File: config.mk
export PLATFORM = sky130hd
export DESIGN_NAME = jsc_input_quantizer
export DESIGN_NICKNAME = d
export VERILOG_FILES = /design/src/rtl/jsc_pkg.sv /design/src/rtl/jsc_feat_quant.sv /design/src/rtl/jsc_input_quantizer.sv
export SDC_FILE = /design/constraint.sdc
export NUM_CORES = 1
export LEC_CHECK = 0
export ABC_CLOCK_PERIOD_IN_PS = 4800
export CELL_PAD_IN_SITES_DETAIL_PLACEMENT = 2
export CELL_PAD_IN_SITES_GLOBAL_PLACEMENT = 2
export CORE_AREA = 5 5 312 314
export CTS_CLUSTER_DIAMETER = 150
export DETAILED_ROUTE_END_ITERATION = 12
export DIE_AREA = 0 0 317 319
export PLACE_DENSITY = 0.73
export SLEW_MARGIN = 10
export SYNTH_ARGS = -nofsm -noshare
export SYNTH_HDL_FRONTEND = slang
export SYNTH_SLANG_ARGS = --single-unit
File: constraint.sdc
create_clock -name clk -period 4.8 [get_ports clk]
set_input_delay 1.44 -clock clk [delete_from_list [all_inputs] [get_ports clk]]
set_output_delay 1.44 -clock clk [all_outputs]
set_load 0.1 [all_outputs]
File: src/rtl/jsc_pkg.sv
// Shared constants and types for the jet-substructure input quantizer.
// Thresholds default to a symmetric split of the signed feature range.
package jsc_pkg;

   localparam int NUM_FEATURES = 16;
   localparam int FEAT_W       = 16;
   localparam int CODE_W       = 2;
   localparam int IDX_W        = 4;
   localparam int NUM_THR      = 3;
   localparam int VEC_W        = NUM_FEATURES * CODE_W;
   localparam int CFG_W        = IDX_W + 2;

   typedef logic signed [FEAT_W-1:0] feat_t;
   typedef logic [CODE_W-1:0]        code_t;
   typedef logic [IDX_W-1:0]         idx_t;
   typedef logic [VEC_W-1:0]         vec_t;

   localparam feat_t THR0_RST = 16'shC000;
   localparam feat_t THR1_RST = 16'sh0000;
   localparam feat_t THR2_RST = 16'sh4000;

   localparam idx_t LAST_IDX = idx_t'(NUM_FEATURES - 1);

   // Configuration address layout: {feature index, threshold select}.
   function automatic idx_t cfg_feat(input logic [CFG_W-1:0] addr);
      return addr[CFG_W-1:2];
   endfunction

   function automatic logic [1:0] cfg_sel(input logic [CFG_W-1:0] addr);
      return addr[1:0];
   endfunction

endpackage

File: src/rtl/jsc_feat_quant.sv
// Combinational 2-bit quantizer: counts how many of three thresholds the
// feature meets or exceeds. Threshold order is not enforced.
module jsc_feat_quant
   import jsc_pkg::*;
(
   input  feat_t x,
   input  feat_t t0,
   input  feat_t t1,
   input  feat_t t2,
   output code_t code
);

   logic ge0_s;
   logic ge1_s;
   logic ge2_s;

   // Signed compares against each threshold, summed into the code.
   always_comb begin
      ge0_s = (x >= t0);
      ge1_s = (x >= t1);
      ge2_s = (x >= t2);
      code  = code_t'(ge0_s) + code_t'(ge1_s) + code_t'(ge2_s);
   end

endmodule

File: src/rtl/jsc_input_quantizer.sv
// Serial feature quantizer: assembles 16 two-bit codes into one vector with
// valid/ready output, programmable per-feature thresholds and framing checks.
module jsc_input_quantizer
   import jsc_pkg::*;
(
   input  logic              clk,
   input  logic              rst_n,
   input  logic              s_valid,
   output logic              s_ready,
   input  logic [FEAT_W-1:0] s_data,
   input  logic              s_last,
   output logic              m_valid,
   input  logic              m_ready,
   output logic [VEC_W-1:0]  m_data,
   input  logic              cfg_we,
   input  logic [CFG_W-1:0]  cfg_addr,
   input  logic [FEAT_W-1:0] cfg_data,
   output logic              frame_err
);

   feat_t thr0_q [NUM_FEATURES];
   feat_t thr1_q [NUM_FEATURES];
   feat_t thr2_q [NUM_FEATURES];

   idx_t  idx_q,       idx_d;
   vec_t  asm_q,       asm_d;
   vec_t  m_data_q,    m_data_d;
   logic  m_valid_q,   m_valid_d;
   logic  frame_err_q, frame_err_d;

   code_t code_s;
   logic  beat_acc_s;
   logic  at_last_s;
   idx_t  wr_feat_s;
   logic  [1:0] wr_sel_s;

   assign wr_feat_s  = cfg_feat(cfg_addr);
   assign wr_sel_s   = cfg_sel(cfg_addr);
   assign at_last_s  = (idx_q == LAST_IDX);
   // The final beat may only enter once the held vector can leave this cycle.
   assign s_ready    = !at_last_s || !m_valid_q || m_ready;
   assign beat_acc_s = s_valid && s_ready;

   jsc_feat_quant u_quant (
      .x    (feat_t'(s_data)),
      .t0   (thr0_q[idx_q]),
      .t1   (thr1_q[idx_q]),
      .t2   (thr2_q[idx_q]),
      .code (code_s)
   );

   // Threshold table: defaults on reset, single-entry writes otherwise.
   always_ff @(posedge clk or negedge rst_n) begin
      if (!rst_n) begin
         for (int i = 0; i < NUM_FEATURES; i++) begin
            thr0_q[i] <= THR0_RST;
            thr1_q[i] <= THR1_RST;
            thr2_q[i] <= THR2_RST;
         end
      end else if (cfg_we) begin
         case (wr_sel_s)
            2'd0:    thr0_q[wr_feat_s] <= feat_t'(cfg_data);
            2'd1:    thr1_q[wr_feat_s] <= feat_t'(cfg_data);
            2'd2:    thr2_q[wr_feat_s] <= feat_t'(cfg_data);
            default: ;
         endcase
      end
   end

   // Frame assembly, output hold/handoff and framing-error detection.
   always_comb begin
      idx_d       = idx_q;
      asm_d       = asm_q;
      m_data_d    = m_data_q;
      m_valid_d   = m_valid_q;
      frame_err_d = 1'b0;

      if (m_valid_q && m_ready) begin
         m_valid_d = 1'b0;
      end else begin
         m_valid_d = m_valid_q;
      end

      if (beat_acc_s) begin
         if (at_last_s && s_last) begin
            m_data_d = asm_q;
            m_data_d[VEC_W-CODE_W +: CODE_W] = code_s;
            m_valid_d = 1'b1;
            idx_d     = '0;
            asm_d     = '0;
         end else if (!at_last_s && !s_last) begin
            asm_d[{idx_q, 1'b0} +: CODE_W] = code_s;
            idx_d = idx_q + idx_t'(1);
         end else begin
            // Misplaced or missing s_last: drop the partial frame.
            frame_err_d = 1'b1;
            idx_d       = '0;
            asm_d       = '0;
         end
      end else begin
         idx_d = idx_q;
      end
   end

   // State registers.
   always_ff @(posedge clk or negedge rst_n) begin
      if (!rst_n) begin
         idx_q       <= '0;
         asm_q       <= '0;
         m_data_q    <= '0;
         m_valid_q   <= 1'b0;
         frame_err_q <= 1'b0;
      end else begin
         idx_q       <= idx_d;
         asm_q       <= asm_d;
         m_data_q    <= m_data_d;
         m_valid_q   <= m_valid_d;
         frame_err_q <= frame_err_d;
      end
   end

   assign m_valid   = m_valid_q;
   assign m_data    = m_data_q;
   assign frame_err = frame_err_q;

endmodule

Word-level counts from Yosys, hierarchy flattened:

Index checks and enable logic that the tools add are counted.

* bitwise logic cells: 2
* magnitude comparators: 6
* reduce and logical (&&, ||, !) cells: 15
* add/subtract/negate cells: 4
* mux-type cells: 25
* equality and inequality tests: 3
* shifts and indexed selects: 2

Operators by type and width (number)
* bitwise mux 256 bit: 3
* binary-select mux 16 bit (select 4 bit): 3
* 2-to-1 mux 16 bit: 7
* demux 16 bit (select 4 bit): 1
* 2-to-1 mux 32 bit: 2
* >= comparator 16 bit: 3
* bitwise mux 32 bit: 1
* variable shift 2 x 7 -> 32 bit (first input constant): 1
* variable part select 2 x 7 -> 32 bit: 1
* >= comparator 5 bit (second input constant): 2
* NOT 4 -> 5 bit: 2
* 2-to-1 mux 4 bit: 2
* AND reduction 2 bit: 4
* negator 5 -> 7 bit: 1
* 2-to-1 mux 1 bit: 6
* logical AND 1 bit: 5
* less-than comparator 5 x 1 -> 1 bit (second input constant): 1
* adder 4 x 1 -> 4 bit (second input constant): 1
* == test 4 bit (second input constant): 1
* zero test 1 bit: 3
* adder 1 x 1 -> 2 bit: 1
* adder 2 x 1 -> 2 bit: 1
* == test 2 x 1 -> 1 bit (second input constant): 1
* == test 2 bit (second input constant): 1
* 2 further kinds: 3

* bits in registers: 838
* bits of input ports: 44

Logic depth before layout (Yosys ltp):

* word-level depth: 11
* gate-level depth with buffers: 19
* gate-level depth less buffers: 14

Hierarchy:

Synthesis repeated with hierarchy kept, for this count alone.

* cell total of the unflattened synthesis: 2797
* area total of the unflattened synthesis: 39507.9 µm²

Modules (own cells, without submodules)
* jsc_input_quantizer: cells each 2636, area an instance 38247.9 µm², instances 1, seq. area each 20980.1 µm²
* jsc_feat_quant: cells each 161, area an instance 1260.0 µm², instances 1, seq. area each 0.0 µm²

Worst setup path after synthesis:

OpenSTA, ideal clock, no wires.

* path kind: register to register
* from: reg idx_q[1]
* to: reg asm_q[20]
* stages on the path, launching flop included: 18
* buffers on the path: 4
* data arrival time: 4520 ps
* data required time: 4717 ps
* path slack: 197 ps
* setup time: 83 ps
* clock period less this slack: 4603 ps
* cells stage by stage: dfrtp_1 > clkbuf_1 > buf_2 > buf_1 > mux4_2 > mux4_2 > inv_1 > ha_1 > a21o_1 > a21o_1 > a221o_1 > nor3_1 > mux2i_1 > fa_1 > buf_1 > nor3_1 > mux2i_1 > o21ai_0

* longest elaborated chain between the ends: 11
* elaborated cells on any way between the ends: 28
* classes of those cells: 3 x add/sub; 3 x order compare; 1 x eq/ne; 2 x shift; 12 x mux; 1 x bitwise; 6 x reduce/logical

Ends and longest elaborated chain
* start, declared: RTL line jsc_input_quantizer.sv:25 `idx_t idx_q, idx_d;`
* start signal, assigned: RTL line jsc_input_quantizer.sv:114 `idx_q <= idx_d;`
* NOT 4 -> 5 bit (not written as such): RTL line jsc_input_quantizer.sv:46, jsc_input_quantizer.sv:47, jsc_input_quantizer.sv:48
* binary-select mux 16 bit (select 4 bit) (on tied branches): RTL line jsc_input_quantizer.sv:46, jsc_input_quantizer.sv:47
* 2-to-1 mux 16 bit (on tied branches) (2 in a row): RTL line jsc_input_quantizer.sv:46, jsc_input_quantizer.sv:47
* >= comparator 16 bit (on tied branches): RTL line jsc_feat_quant.sv:19, jsc_feat_quant.sv:20
* adder 1 x 1 -> 2 bit: RTL line jsc_feat_quant.sv:22 `code = code_t'(ge0_s) + code_t'(ge1_s) + code_t'(ge2_s);`
* adder 2 x 1 -> 2 bit: RTL line jsc_feat_quant.sv:22
* variable part select 2 x 7 -> 32 bit: RTL line jsc_input_quantizer.sv:92 `asm_d[{idx_q, 1'b0} +: CODE_W] = code_s;`
* bitwise mux 32 bit: RTL line jsc_input_quantizer.sv:92
* 2-to-1 mux 32 bit: RTL line jsc_input_quantizer.sv:91 `end else if (!at_last_s && !s_last) begin`
* 2-to-1 mux 32 bit: RTL line jsc_input_quantizer.sv:85 `if (at_last_s && s_last) begin`
* end signal, assigned: RTL line jsc_input_quantizer.sv:115 `asm_q <= asm_d;`
* end, declared: RTL line jsc_input_quantizer.sv:26 `vec_t asm_q, asm_d;`

Parallel ways exist; a longest one is shown, timed or not. The select of a mux whose other input is x is not followed.
A chain may end at the register's enable or synchronous reset.

Worst setup path in the final report:

* from: reg idx_q[0]
* to: reg asm_q[2]

Same word-level chain as after synthesis.

==> results.sh <==
export IMPL_status="complete, but fails checks"
export IMPL_violated_checks="negative setup slack"
export IMPL_area_growth_syn_to_layout_pct=17.0
export IMPL_io_pin_count=79
export IMPL_timing_critical_path_to_type="register"
export IMPL_yosysWarningCount=0
export IMPL_drv_cap=0
export IMPL_drt_vias_per_instance=5.78
export IMPL_dr_pass1_iters=5
export IMPL_die_w_um=317
export IMPL_gr_total_overflow=0
export IMPL_placement_io_buffers=78
export IMPL_final_common_cell="sky130_fd_sc_hd__dfrtp_1"
export IMPL_grt_start_max_net_pins=102
export IMPL_route_vias_total=23500
export IMPL_timing_final_ws_setup_ns=-0.0234
export IMPL_worst_voltage_drop_across_the_vdd_grid_v=0.000313
export IMPL_floorplan_rows=113
export IMPL_fill_cells=8624
export IMPL_startpoint_type="register"
export IMPL_worstPathMaxFanout=11
export IMPL_postPlaceCellArea_mm2=0.0419
export IMPL_design_final_nets=2822
export IMPL_synth_edff_count=0
export IMPL_grt_antenna_before_repair=6
export IMPL_yosys_top_cells_area="sky130_fd_sc_hd__dfrtp_1, sky130_fd_sc_hd__mux2_2, sky130_fd_sc_hd__mux4_2, sky130_fd_sc_hd__dfstp_2, sky130_fd_sc_hd__ha_1"
export IMPL_syn_area_per_cell_um2=15.2
export IMPL_max_freq_ghz=0.207
export IMPL_met2RoutedLength_um=61800
export IMPL_dominantRegCellSynth="sky130_fd_sc_hd__dfrtp_1"
export IMPL_finalWeightedCongestion=0.839
export IMPL_cts_clk_slew_worst_paths_ns=0.06
export IMPL_slowest_stage="sky130_fd_sc_hd__fa_2"
export IMPL_pre_cts_slack_ns=-0.651
export IMPL_ys_types=56
export IMPL_initial_core_util_pct=41.5
export IMPL_area_sequential_mm2=0.0210
export IMPL_clock_skew_final_ns=0.0206
export IMPL_die_area_mm2=0.101
export IMPL_drt_iter0_drc=1436
export IMPL_slew_viol_final=0
export IMPL_drt_antenna_violating_nets=0
export IMPL_clock_sinks=836
export IMPL_worst_endpoint_arrival_ns=5.36
export IMPL_synth_top_area_share_pct=50.4
export IMPL_synth_largest_area_cell="sky130_fd_sc_hd__dfrtp_1"
export IMPL_most_common_layout_cells="sky130_fd_sc_hd__dfrtp_1, sky130_fd_sc_hd__mux2_2, sky130_fd_sc_hd__mux4_2"
export IMPL_top_signal_layer_used="met5"
export IMPL_synthArstFlopShare_pct=100
export IMPL_worst_slew_pin_slew_ns=1.20
export IMPL_grt_pass1_vias=27300
export IMPL_grt_use_total_pct=23.7
export IMPL_finalHoldViolations=0
export IMPL_final_cycle_share_pct=100
export IMPL_synth_cell_area_mm2=0.0391
export IMPL_min_path_type="register to register"
export IMPL_final_setup_viol_count=3
export IMPL_routed_wl_met3_um=4090
export IMPL_cp_slowest_stage_delay_ns=0.70
export IMPL_fin_worst_hold_slack_ns=0.483
export IMPL_fp_dieH_um=319
export IMPL_wl_per_cell_um=29.7
export IMPL_multi_input_area_mm2=0.0172
export IMPL_postSynthRegisterBits=836
export IMPL_cts_hold_buffers=0
export IMPL_path_common_cell="sky130_fd_sc_hd__buf_4"
export IMPL_core_region_area_mm2=0.0943
export IMPL_cell_chain_critical_path="buf_12, buf_4, buf_6, mux4_2, nand2_1, a21oi_2, a21oi_2, buf_4, ha_1, nand4_1, buf_6, a2111oi_4, nor4b_4, mux2i_4, fa_2, buf_4, nor3_1, mux2_2"
export IMPL_power_static_leakage_nw=20.8
export IMPL_final_period_minus_worst_setup_slack_ns=4.82
export IMPL_postLayoutCoreUtil_pct=48.5
export IMPL_slew_headroom_pct=20.2
export IMPL_drc=0
export IMPL_yosysSeqAreaShare_pct=53.6
export IMPL_drive_above_1_share_pct=51.5
export IMPL_grt_first_pass_wirelength_um=181000
export IMPL_hpwl_um=74300
export IMPL_worstSkewPairLatency_ns=0.66
export IMPL_pwr_density_cell_mw_per_mm2=418
export IMPL_max_clock_path_buffers=3
export IMPL_worst_path_buf_inv=6
export IMPL_crit_type="register to register"
export IMPL_post_synthesis_net_count=2672
export IMPL_clockRootBuffer="sky130_fd_sc_hd__clkbuf_16"
export IMPL_setup_repair_after_global_routing_missed_its_margin="yes"
export IMPL_stdcell_area_mm2=0.0458
export IMPL_synthCells=2573
export IMPL_clock_buffer_count_from_cts=95
export IMPL_fin_tns_setup_ns=-0.0327
export IMPL_path_delay_family="adder cells"
export IMPL_cp_required_ns=5.34
export IMPL_cts_tree="done"
export IMPL_met1_wl_um=52000
export IMPL_totalWireLength_um=121000
export IMPL_cts_htree_levels=3
==> synth_stat cells (3+ instances only) <==
| cell type | instances |
|---|---|
| sky130_fd_sc_hd__buf_6 | 8 |
| sky130_fd_sc_hd__a22o_1 | 3 |
| sky130_fd_sc_hd__nor3_1 | 16 |
| sky130_fd_sc_hd__nor2_4 | 12 |
| sky130_fd_sc_hd__buf_4 | 10 |
| sky130_fd_sc_hd__nor2_2 | 3 |
| sky130_fd_sc_hd__nand3_1 | 9 |
| sky130_fd_sc_hd__nand4_1 | 15 |
| sky130_fd_sc_hd__nor2b_1 | 6 |
| sky130_fd_sc_hd__a21oi_1 | 68 |
| sky130_fd_sc_hd__or2_1 | 4 |
| sky130_fd_sc_hd__buf_2 | 70 |
| sky130_fd_sc_hd__nand2_1 | 125 |
| sky130_fd_sc_hd__clkbuf_1 | 110 |
| sky130_fd_sc_hd__nor2_1 | 20 |
| sky130_fd_sc_hd__mux4_2 | 216 |
| sky130_fd_sc_hd__a21o_1 | 10 |
| sky130_fd_sc_hd__o21ai_1 | 4 |
| sky130_fd_sc_hd__mux2_1 | 52 |
| sky130_fd_sc_hd__ha_1 | 54 |
| sky130_fd_sc_hd__and3_1 | 5 |
| sky130_fd_sc_hd__mux2_2 | 770 |
| sky130_fd_sc_hd__buf_1 | 14 |
| sky130_fd_sc_hd__inv_1 | 33 |
| sky130_fd_sc_hd__mux2i_1 | 21 |
| sky130_fd_sc_hd__o21ai_0 | 28 |
| sky130_fd_sc_hd__nand2b_1 | 9 |
| sky130_fd_sc_hd__o32ai_1 | 4 |
| sky130_fd_sc_hd__and2_1 | 3 |
| sky130_fd_sc_hd__dfstp_2 | 48 |
| sky130_fd_sc_hd__dfrtp_1 | 788 |
==> area by class of cell <==
cell class,instances,share of cell area [%]
Clock inverter,28,0.602
Antenna cell,4,0.0219
Tap cell,1265,3.46
Clock buffer,139,5.95
Inverter,34,0.279
Multi-Input combinational cell,1490,37.7
Sequential cell,836,45.9
Timing Repair Buffer,266,6.13
==> what timing repair did <==
item | in CTS | in global routing
cloned | 3 | 3
buffers inserted | 11 | 32
gates resized for setup | 29 | 39
endpoints found under the setup margin | 29 | 20
pin swaps | 5 | 14
==> worst paths after layout <==
check | endpoint | slack (ns) | start | cells past startpoint
worst max-delay path | asm_q[2] | -0.02 | idx_q[0] | 18
worst min-delay path | thr2_q[137] | 0.48 | thr2_q[137] | 1
worst max register to register | asm_q[2] | -0.02 | idx_q[0] | 18
worst min register to register | thr2_q[137] | 0.48 | thr2_q[137] | 1
max in group asynchronous | thr0_q[55] | 2.73 | rst_n | 2
min in group asynchronous | thr1_q[14] | 0.89 | rst_n | 1
==> through the flow <==
step | instances | power, mW
after floorplan | 2573 | 10.5
after CTS | 4024 | 19.2
after global routing | 4058 | 19.9
after detailed placement | 3843 | 11.9
final | 4062 | 19.1
after global placement | 3843 | 11.6
==> flip-flops by register name, summed over array words and instances, names as in the netlist <==
name,count
thr1_q,256
thr2_q,256
m_data,32
thr0_q,256
m_valid,1
asm_q,30
idx_q,4
frame_err,1
==> power breakdown <==
part | internal (mW) | switching [mW]
sequential | 7.98 | 0.525
combinational | 1.85 | 1.68
clock | 4.13 | 2.94
==> metal layers <==
| layer | vias up | global-route usage, % |
|---|---|---|
| met2 | 412 | 41.5 |
| met3 | 157 | 3.41 |
| met5 | - | 0 |
| li1 | 9820 | - |
| met1 | 13100 | 31.3 |
| met4 | 4 | 5.91 |
==> cells by family (layout without fill, tap and decap cells) <==
kind of cell | Yosys count | after routing | synth area share [%]
AO/OA/AOI/OAI | 134 | 134 | 2.02
flip-flops | 836 | 836 | 53.6
other | 0 | 4 | 0
buffers and inverters | 247 | 467 | 2.85
AND/OR/NAND/NOR | 239 | 239 | 3.03
multiplexers | 1059 | 1059 | 36.6
XOR/XNOR | 3 | 3 | 0.0672
adder cells (fa/ha/maj) | 55 | 55 | 1.78
(Power assumes the default switching activity.)
